===== config.mk =====
export PLATFORM = sky130hd
export DESIGN_NAME = pipe_stage_reg
export DESIGN_NICKNAME = d
export VERILOG_FILES = /design/src/rtl/pipe_stage_reg.sv
export SDC_FILE = /design/constraint.sdc
export NUM_CORES = 1
export LEC_CHECK = 0
export CAP_MARGIN = 20
export CORE_UTILIZATION = 47
export CTS_CLUSTER_DIAMETER = 30
export DETAILED_ROUTE_END_ITERATION = 10
export GPL_ROUTABILITY_DRIVEN = 0
export PLACE_DENSITY = 0.95
export SYNTH_ARGS = -nofsm -noshare
export SYNTH_HDL_FRONTEND = slang
export SYNTH_SLANG_ARGS = --single-unit

===== constraint.sdc =====
create_clock -name clk -period 6.7 [get_ports clk]
set_input_delay 1.675 -clock clk [delete_from_list [all_inputs] [get_ports clk]]
set_output_delay 1.675 -clock clk [all_outputs]
set_load 0.1 [all_outputs]

===== src/rtl/pipe_stage_reg.sv =====
// Elastic pipeline register with valid/ready handshake, flush and saturating stall/bubble counters.
// Define PIPE_SKID_EN for a 2-entry skid buffer that removes the out_ready -> in_ready path.
module pipe_stage_reg #(
  parameter int DATA_W = 64,
  parameter int CNT_W  = 16
) (
  input  logic              clk,
  input  logic              rst,
  input  logic              flush,
  input  logic              in_valid,
  output logic              in_ready,
  input  logic [DATA_W-1:0] in_data,
  output logic              out_valid,
  input  logic              out_ready,
  output logic [DATA_W-1:0] out_data,
  output logic [CNT_W-1:0]  stall_cnt,
  output logic [CNT_W-1:0]  bubble_cnt
);

  typedef enum logic [1:0] {
    ST_EMPTY = 2'd0,
    ST_FULL  = 2'd1,
    ST_SKID  = 2'd2
  } state_e;

  state_e            state_q, state_d;
  logic [DATA_W-1:0] data_q, data_d;
  logic [CNT_W-1:0]  stall_q, stall_d;
  logic [CNT_W-1:0]  bubble_q, bubble_d;
  logic              in_fire, out_fire;

`ifdef PIPE_SKID_EN
  logic [DATA_W-1:0] skid_q, skid_d;
`endif

  assign in_fire  = in_valid & in_ready;
  assign out_fire = out_valid & out_ready;

  // NOTE: sequential state uses non-blocking assignments so every flop samples pre-edge values.
  always_ff @(posedge clk or posedge rst) begin
    if (rst) state_q <= ST_EMPTY;
    else     state_q <= state_d;
  end

  always_comb begin
    // NOTE: every comb output gets a default first, so no path can infer a latch.
    state_d = state_q;
    if (flush) begin
      state_d = ST_EMPTY;
    end else begin
      case (state_q)
        ST_EMPTY: if (in_fire) state_d = ST_FULL;
        ST_FULL: begin
`ifdef PIPE_SKID_EN
          if (in_fire && !out_ready)      state_d = ST_SKID;
          else if (out_fire && !in_fire)  state_d = ST_EMPTY;
`else
          if (out_fire && !in_fire)       state_d = ST_EMPTY;
`endif
        end
        ST_SKID:  if (out_fire) state_d = ST_FULL;
        default:  state_d = ST_EMPTY;
      endcase
    end
  end

  always_comb begin
    out_valid = (state_q != ST_EMPTY);
`ifdef PIPE_SKID_EN
    in_ready  = ~flush & (state_q != ST_SKID);
`else
    in_ready  = ~flush & (~out_valid | out_ready);
`endif
  end

  // Payload path: a stalled output diverts the incoming beat into the skid entry.
  always_comb begin
    data_d = data_q;
`ifdef PIPE_SKID_EN
    skid_d = skid_q;
    if (flush) begin
      data_d = '0;
      skid_d = '0;
    end else if (state_q == ST_SKID) begin
      if (out_fire) data_d = skid_q;
    end else if (in_fire) begin
      if (out_valid && !out_ready) skid_d = in_data;
      else                         data_d = in_data;
    end
`else
    if (flush)        data_d = '0;
    else if (in_fire) data_d = in_data;
`endif
  end

  // NOTE: payload flops are reset too, so a post-reset bubble reads as an all-zero payload.
  always_ff @(posedge clk or posedge rst) begin
    if (rst) begin
      data_q <= '0;
`ifdef PIPE_SKID_EN
      skid_q <= '0;
`endif
    end else begin
      data_q <= data_d;
`ifdef PIPE_SKID_EN
      skid_q <= skid_d;
`endif
    end
  end

  always_comb begin
    stall_d  = stall_q;
    bubble_d = bubble_q;
    if (out_valid && !out_ready && (stall_q != '1))  stall_d  = stall_q + 1'b1;
    if (!out_valid && out_ready && (bubble_q != '1)) bubble_d = bubble_q + 1'b1;
  end

  always_ff @(posedge clk or posedge rst) begin
    if (rst) begin
      stall_q  <= '0;
      bubble_q <= '0;
    end else begin
      stall_q  <= stall_d;
      bubble_q <= bubble_d;
    end
  end

  assign out_data   = data_q;
  assign stall_cnt  = stall_q;
  assign bubble_cnt = bubble_q;

endmodule


After elaboration in Yosys (flattened, before gate mapping)
Index checks and enable logic that the tools add are counted.
- bits in registers: 98
- input port bits: 69
- output and inout bits: 98
- logic and storage cells: 38
- $add $sub $neg: 2
- eq/ne operators: 7
- mux-type cells: 7
- bitwise gates (word level): 6
- reduce and logical (&&, ||, !) cells: 12
- operators with widths (cell ; number):
    2-to-1 mux 64 bit ; 2
    adder 16 x 1 -> 16 bit, second input constant ; 2
    inequality test 16 bit, second input constant ; 2
    inequality test 3 bit, second input constant ; 3
    2-to-1 mux 2 bit ; 4
    case mux 2 bit (3 select lines) ; 1
    logical AND 1 bit ; 5
    nonzero test 2 bit ; 2
    AND 1 bit ; 3
    logical NOT 1 bit ; 3
    AND reduction 3 bit ; 1
    equality test 2 x 1 -> 1 bit, second input constant ; 1
    equality test 2 bit, second input constant ; 1
    logical NOT 2 bit ; 1
    NOT 1 bit ; 2
    OR 1 bit ; 1

Longest topological paths before layout
- word-level depth: 10
- mapped depth: 7
- depth with buffers taken out: 5

Worst setup path after synthesis
Ideal clock, no wire load.
- path type: input to output
- start: input port flush
- end: output port in_ready
- arrival time: 3095 ps
- data required time: 5025 ps
- setup slack: 1930 ps
- cell stages on the path: 2
- path buffers: 1
- cells stage by stage: clkbuf_1 > nor2_1
- word-level cells in the longest chain between the ends: 2
- ends and longest elaborated chain (item ; RTL line ; RTL):
    start, declared ; 9 ; input logic flush,
    NOT 1 bit ; 72 ; in_ready = ~flush & (~out_valid | out_ready);
    AND 1 bit ; 72 ;
    end, declared ; 11 ; output logic in_ready,
Every way passes these cells.

Worst setup path after layout
- start: input port out_ready
- end: output port in_ready
- word-level cells in the longest chain between the ends: 2
- ends and longest elaborated chain (item ; RTL line ; RTL):
    start, declared ; 14 ; input logic out_ready,
    OR 1 bit ; 72 ;
    AND 1 bit ; 72 ;
Every way passes these cells.

==> results.md <==
- The final reports fail on design-rule violations.
- The analysis attributes to cell leakage a power of 0.00263 uW.
- The H-tree depth is 3.
- Dividing the detail-routed wire length by the instance count gives 15.2 um.
- The clock reaches the later pin of the worst-skew pair after 340 ps.
- For this run the aggregate overflow at the end of global routing stands at 0.
- The setup TNS is 0 ps.
- The area of the core region is 0.00881 mm2.
- Setup repair after global routing left no endpoint under its margin.
- The category of the worst setup path capture point is an output port.
- The worst-path maximum fanout is 7.
- The placed instances occupy a cell area of 0.00603 mm2.
- On the final layout, the worst clock skew is 14.5 ps.
- Measured against its own limit, the worst slew margin works out to 31.9%.
- TritonCTS built the clock tree.
- Data on the critical path arrives at its endpoint at 3580 ps.
- The number of enable flip-flop cells after synthesis is 0.
- For this run, design rule violations remaining after detail routing come to 26.
- For this run, asynchronously set or reset flops after synthesis account for 100%.
- The synthesized instance count is 430.
- Hold is met by 507 ps.
- For this run, the register share of the synthesized area comes to 56.4%.
- The overall die width is 97.7 um.
- The sequential group share of total power is 37.7%.
- The worst ir drop on vdd is 0.209 mV.
- The number of nets in the synthesized netlist is 501.
- The number of antenna violations at the first check in global routing came to 0.
- The switching part of the total is 44.9%.
- The tool flagged a number of max-cap violations equal to 0.
- The highest clock rate is 190 MHz.
- Buffers placed on the I/O ports in this run total 166.
- Of the cells placed in the final design, the portion with a size suffix greater than 1 is 5.74%.
- The first-pass iteration count of the detailed router is 10.
- The period utilization is 78.4%.
- The count of nets after finishing is 658.
- Summing all non-filler instances in the final layout gives an area of 0.00625 mm2.
- The worst setup path is of the in2out kind.
- The min-delay analysis places its worst path in the category reg2reg.
- The cell area that synthesis handed to floorplanning was 0.00431 mm2.
- The clock slew at the register clock pins of the worst setup and hold paths is 90 ps.
- The sort of element at the start of the critical path is an input pin.
- Once the floorplan was initialized, standard cells occupied 48.9% of the core.
- STA puts the critical path data required time at 5030 ps.
- The repair_antennas step left the layout with diodes totalling 0.
- After clock tree synthesis, the flow added hold-fix buffers numbering 0.
- The flow ran to the end, but the final reports show violations.
- The cell sitting at the root of the clock tree is a sky130_fd_sc_hd__clkbuf_8.
- The die is 97.7 um tall.
- The time the worst path needs with I/O delays and setup is 5250 ps.
- Entering global routing, the biggest net connects 125 pins.
- Setup violations remaining at the end of the flow were counted as 0.
- The via-per-instance ratio is 5.23.
- The per-instance average area after synthesis is 10.0 um2.
- At the end of the flow the core is filled with cells to 71.0%.
- The power density over the cells is 307 mW/mm2.
- The total length of routed wires is 10600 um.
- The layout overhead on the synthesized area is 45.2%.
- In this run, CTS created clock tree buffers numbering 9.
- The detailed-route via count is 3664.
- The number of instances resized during post-cts repair is 0.
- The logic depth of the worst register-to-register path is 4.
- The share of total power dissipated in the clock network is 21.2%.
- The number of buffers inserted to repair setup after CTS is 0.
- The number of max-slew violations in the final report is 0.
- The count of synthesis-stage warnings from yosys is 0.
- The primary flip-flop cell chosen by synthesis mapping is sky130_fd_sc_hd__dfrtp_1.
- At the pin with the least slew margin, the transition time is 1020 ps.
- The number of hold violations in the final report is 0.
- The estimated wirelength of the detail-placed design is 7580 um.
- 167 I/O pins were placed.
- The floorplan step defined a die boundary enclosing 0.00955 mm2.
- The number of cells on the worst hold path is 1.
- The overall track demand over capacity in global routing is 23.4%.
- The first global-routing pass estimated 18100 um of wire.
- The number of global-route vias before repair is 3791.
- After the first detailed-routing iteration, the DRC count stood at 156.
- In this run the core area contains 34 standard-cell rows.
- The synthesis-stage register bit count is 97.
- The switching power is 863 uW.
- The number of different library cells in the post-synthesis netlist is 37.
- The proportion of power drawn by combinational gates is 41.1%.
- The clock sink total is 97.
- The clock passes through at most 2 buffers.
- Internal power comes to 1060 uW.
- The count of nets left with antenna violations once routing finished came out at 0.
-- state kept, by name, summed over array words and instances, names as in the netlist --
register / count
state_q: 1
stall_cnt: 16
out_data: 64
bubble_cnt: 16
-- cell usage in the layout (no fill, tap or decap), types with 2 or more instances in the layout --
cell type and instances:
sky130_fd_sc_hd__ha_1 2, sky130_fd_sc_hd__nand2_1 74, sky130_fd_sc_hd__clkbuf_8 13, sky130_fd_sc_hd__nor2_1 8, sky130_fd_sc_hd__clkdlybuf4s50_1 165, sky130_fd_sc_hd__a311oi_1 2
sky130_fd_sc_hd__nor2b_1 2, sky130_fd_sc_hd__nor4_2 2, sky130_fd_sc_hd__nand2b_1 65, sky130_fd_sc_hd__nand3_1 13, sky130_fd_sc_hd__buf_4 2, sky130_fd_sc_hd__a31oi_1 2
sky130_fd_sc_hd__inv_1 2, sky130_fd_sc_hd__nor4_1 7, sky130_fd_sc_hd__dfrtp_1 97, sky130_fd_sc_hd__a21oi_1 3, sky130_fd_sc_hd__o21ai_0 66, sky130_fd_sc_hd__xnor2_1 4
sky130_fd_sc_hd__xor2_1 19, sky130_fd_sc_hd__nor3_1 9, sky130_fd_sc_hd__and3_1 3, sky130_fd_sc_hd__nand4_1 9, sky130_fd_sc_hd__mux2_2 3
-- metal layers --
layer	GRT usage [%]	part of all wire, %	up-vias
li1	-	-	1754
met1	28.8	41	1789
met2	41.0	52	111
met3	5.47	5.5	10
met4	7.23	1.1	0
met5	0	0	-
-- critical path: stages --
cell and delay (ps):
sky130_fd_sc_hd__clkdlybuf4s50_1 540, sky130_fd_sc_hd__nor2b_2 110, sky130_fd_sc_hd__nor2_1 100, sky130_fd_sc_hd__clkdlybuf4s50_1 1140
-- power by group through the flow --
stage                     Clock [uW]  Sequential (uW)  Combinational [uW]
final                            408              724                 789
after global placement             0              731                 782
after detailed placement           0              735                 792
after floorplan                    0             1190                 117
after global routing             447              734                 820
after CTS                        421              724                 795
-- worst paths after layout --
check                                endpoint     startpoint  slack [ps]
worst min register to register  stall_cnt[14]  stall_cnt[14]         510
min in group asynchronous        out_data[49]            rst        1760
worst max register to register   out_data[49]     state_q[0]        4440
worst min-delay path            stall_cnt[14]  stall_cnt[14]         510
worst max-delay path                 in_ready      out_ready        1450
max in group asynchronous        out_data[17]            rst        3880
-- cells by family after synthesis --
| logic type | after synthesis | share of synthesized area, % |
|---|---|---|
| compound gates | 76 | 9.30 |
| xor+xnor | 23 | 4.68 |
| fa+ha+maj | 2 | 0.581 |
| buf+inv | 25 | 2.41 |
| flops | 97 | 56.4 |
| mux | 5 | 1.39 |
| simple gates | 202 | 25.3 |
-- through the flow --
| step | power [uW] | cells | setup slack (ps) |
|---|---|---|---|
| finish | 1920 | 700 | 1450 |
| global route | 2000 | 700 | 1400 |
| detailed placement | 1530 | 684 | 1450 |
| CTS | 1940 | 700 | 1440 |
| global placement | 1510 | 684 | 1470 |
| floorplan | 1310 | 430 | 1930 |
-- area by class of cell --
| class | instances | area [um2] |
|---|---|---|
| fill | 671 | 2550 |
| sequential | 97 | 2430 |
| multi-input combinational | 308 | 1780 |
| timing repair buffer | 168 | 1670 |
| clock buffer | 13 | 179 |
| tap | 108 | 135 |
| clock inverter | 3 | 46.3 |
| inverter | 3 | 13.8 |
-- Yosys cell counts (2+ instances only) --
cell	number	area, um2
sky130_fd_sc_hd__nand4_1	9	56.3
sky130_fd_sc_hd__nor4_1	7	43.8
sky130_fd_sc_hd__xnor2_1	4	35.0
sky130_fd_sc_hd__a21oi_1	3	15.0
sky130_fd_sc_hd__xor2_1	19	166
sky130_fd_sc_hd__nor2b_1	2	12.5
sky130_fd_sc_hd__clkbuf_1	14	52.6
sky130_fd_sc_hd__nor4_2	2	25.0
sky130_fd_sc_hd__buf_2	8	40.0
sky130_fd_sc_hd__a311oi_1	2	17.5
sky130_fd_sc_hd__mux2_2	3	33.8
sky130_fd_sc_hd__o21ai_0	66	330
sky130_fd_sc_hd__nor2_1	8	30.0
sky130_fd_sc_hd__and3_1	3	18.8
sky130_fd_sc_hd__ha_1	2	25.0
sky130_fd_sc_hd__nand2_1	74	278
sky130_fd_sc_hd__nand2b_1	65	407
sky130_fd_sc_hd__inv_1	3	11.3
sky130_fd_sc_hd__a31oi_1	2	12.5
sky130_fd_sc_hd__nand3_1	13	65.1
sky130_fd_sc_hd__dfrtp_1	97	2430
sky130_fd_sc_hd__nor3_1	9	45.0
Note: power is estimated with default switching activity, not from simulation.
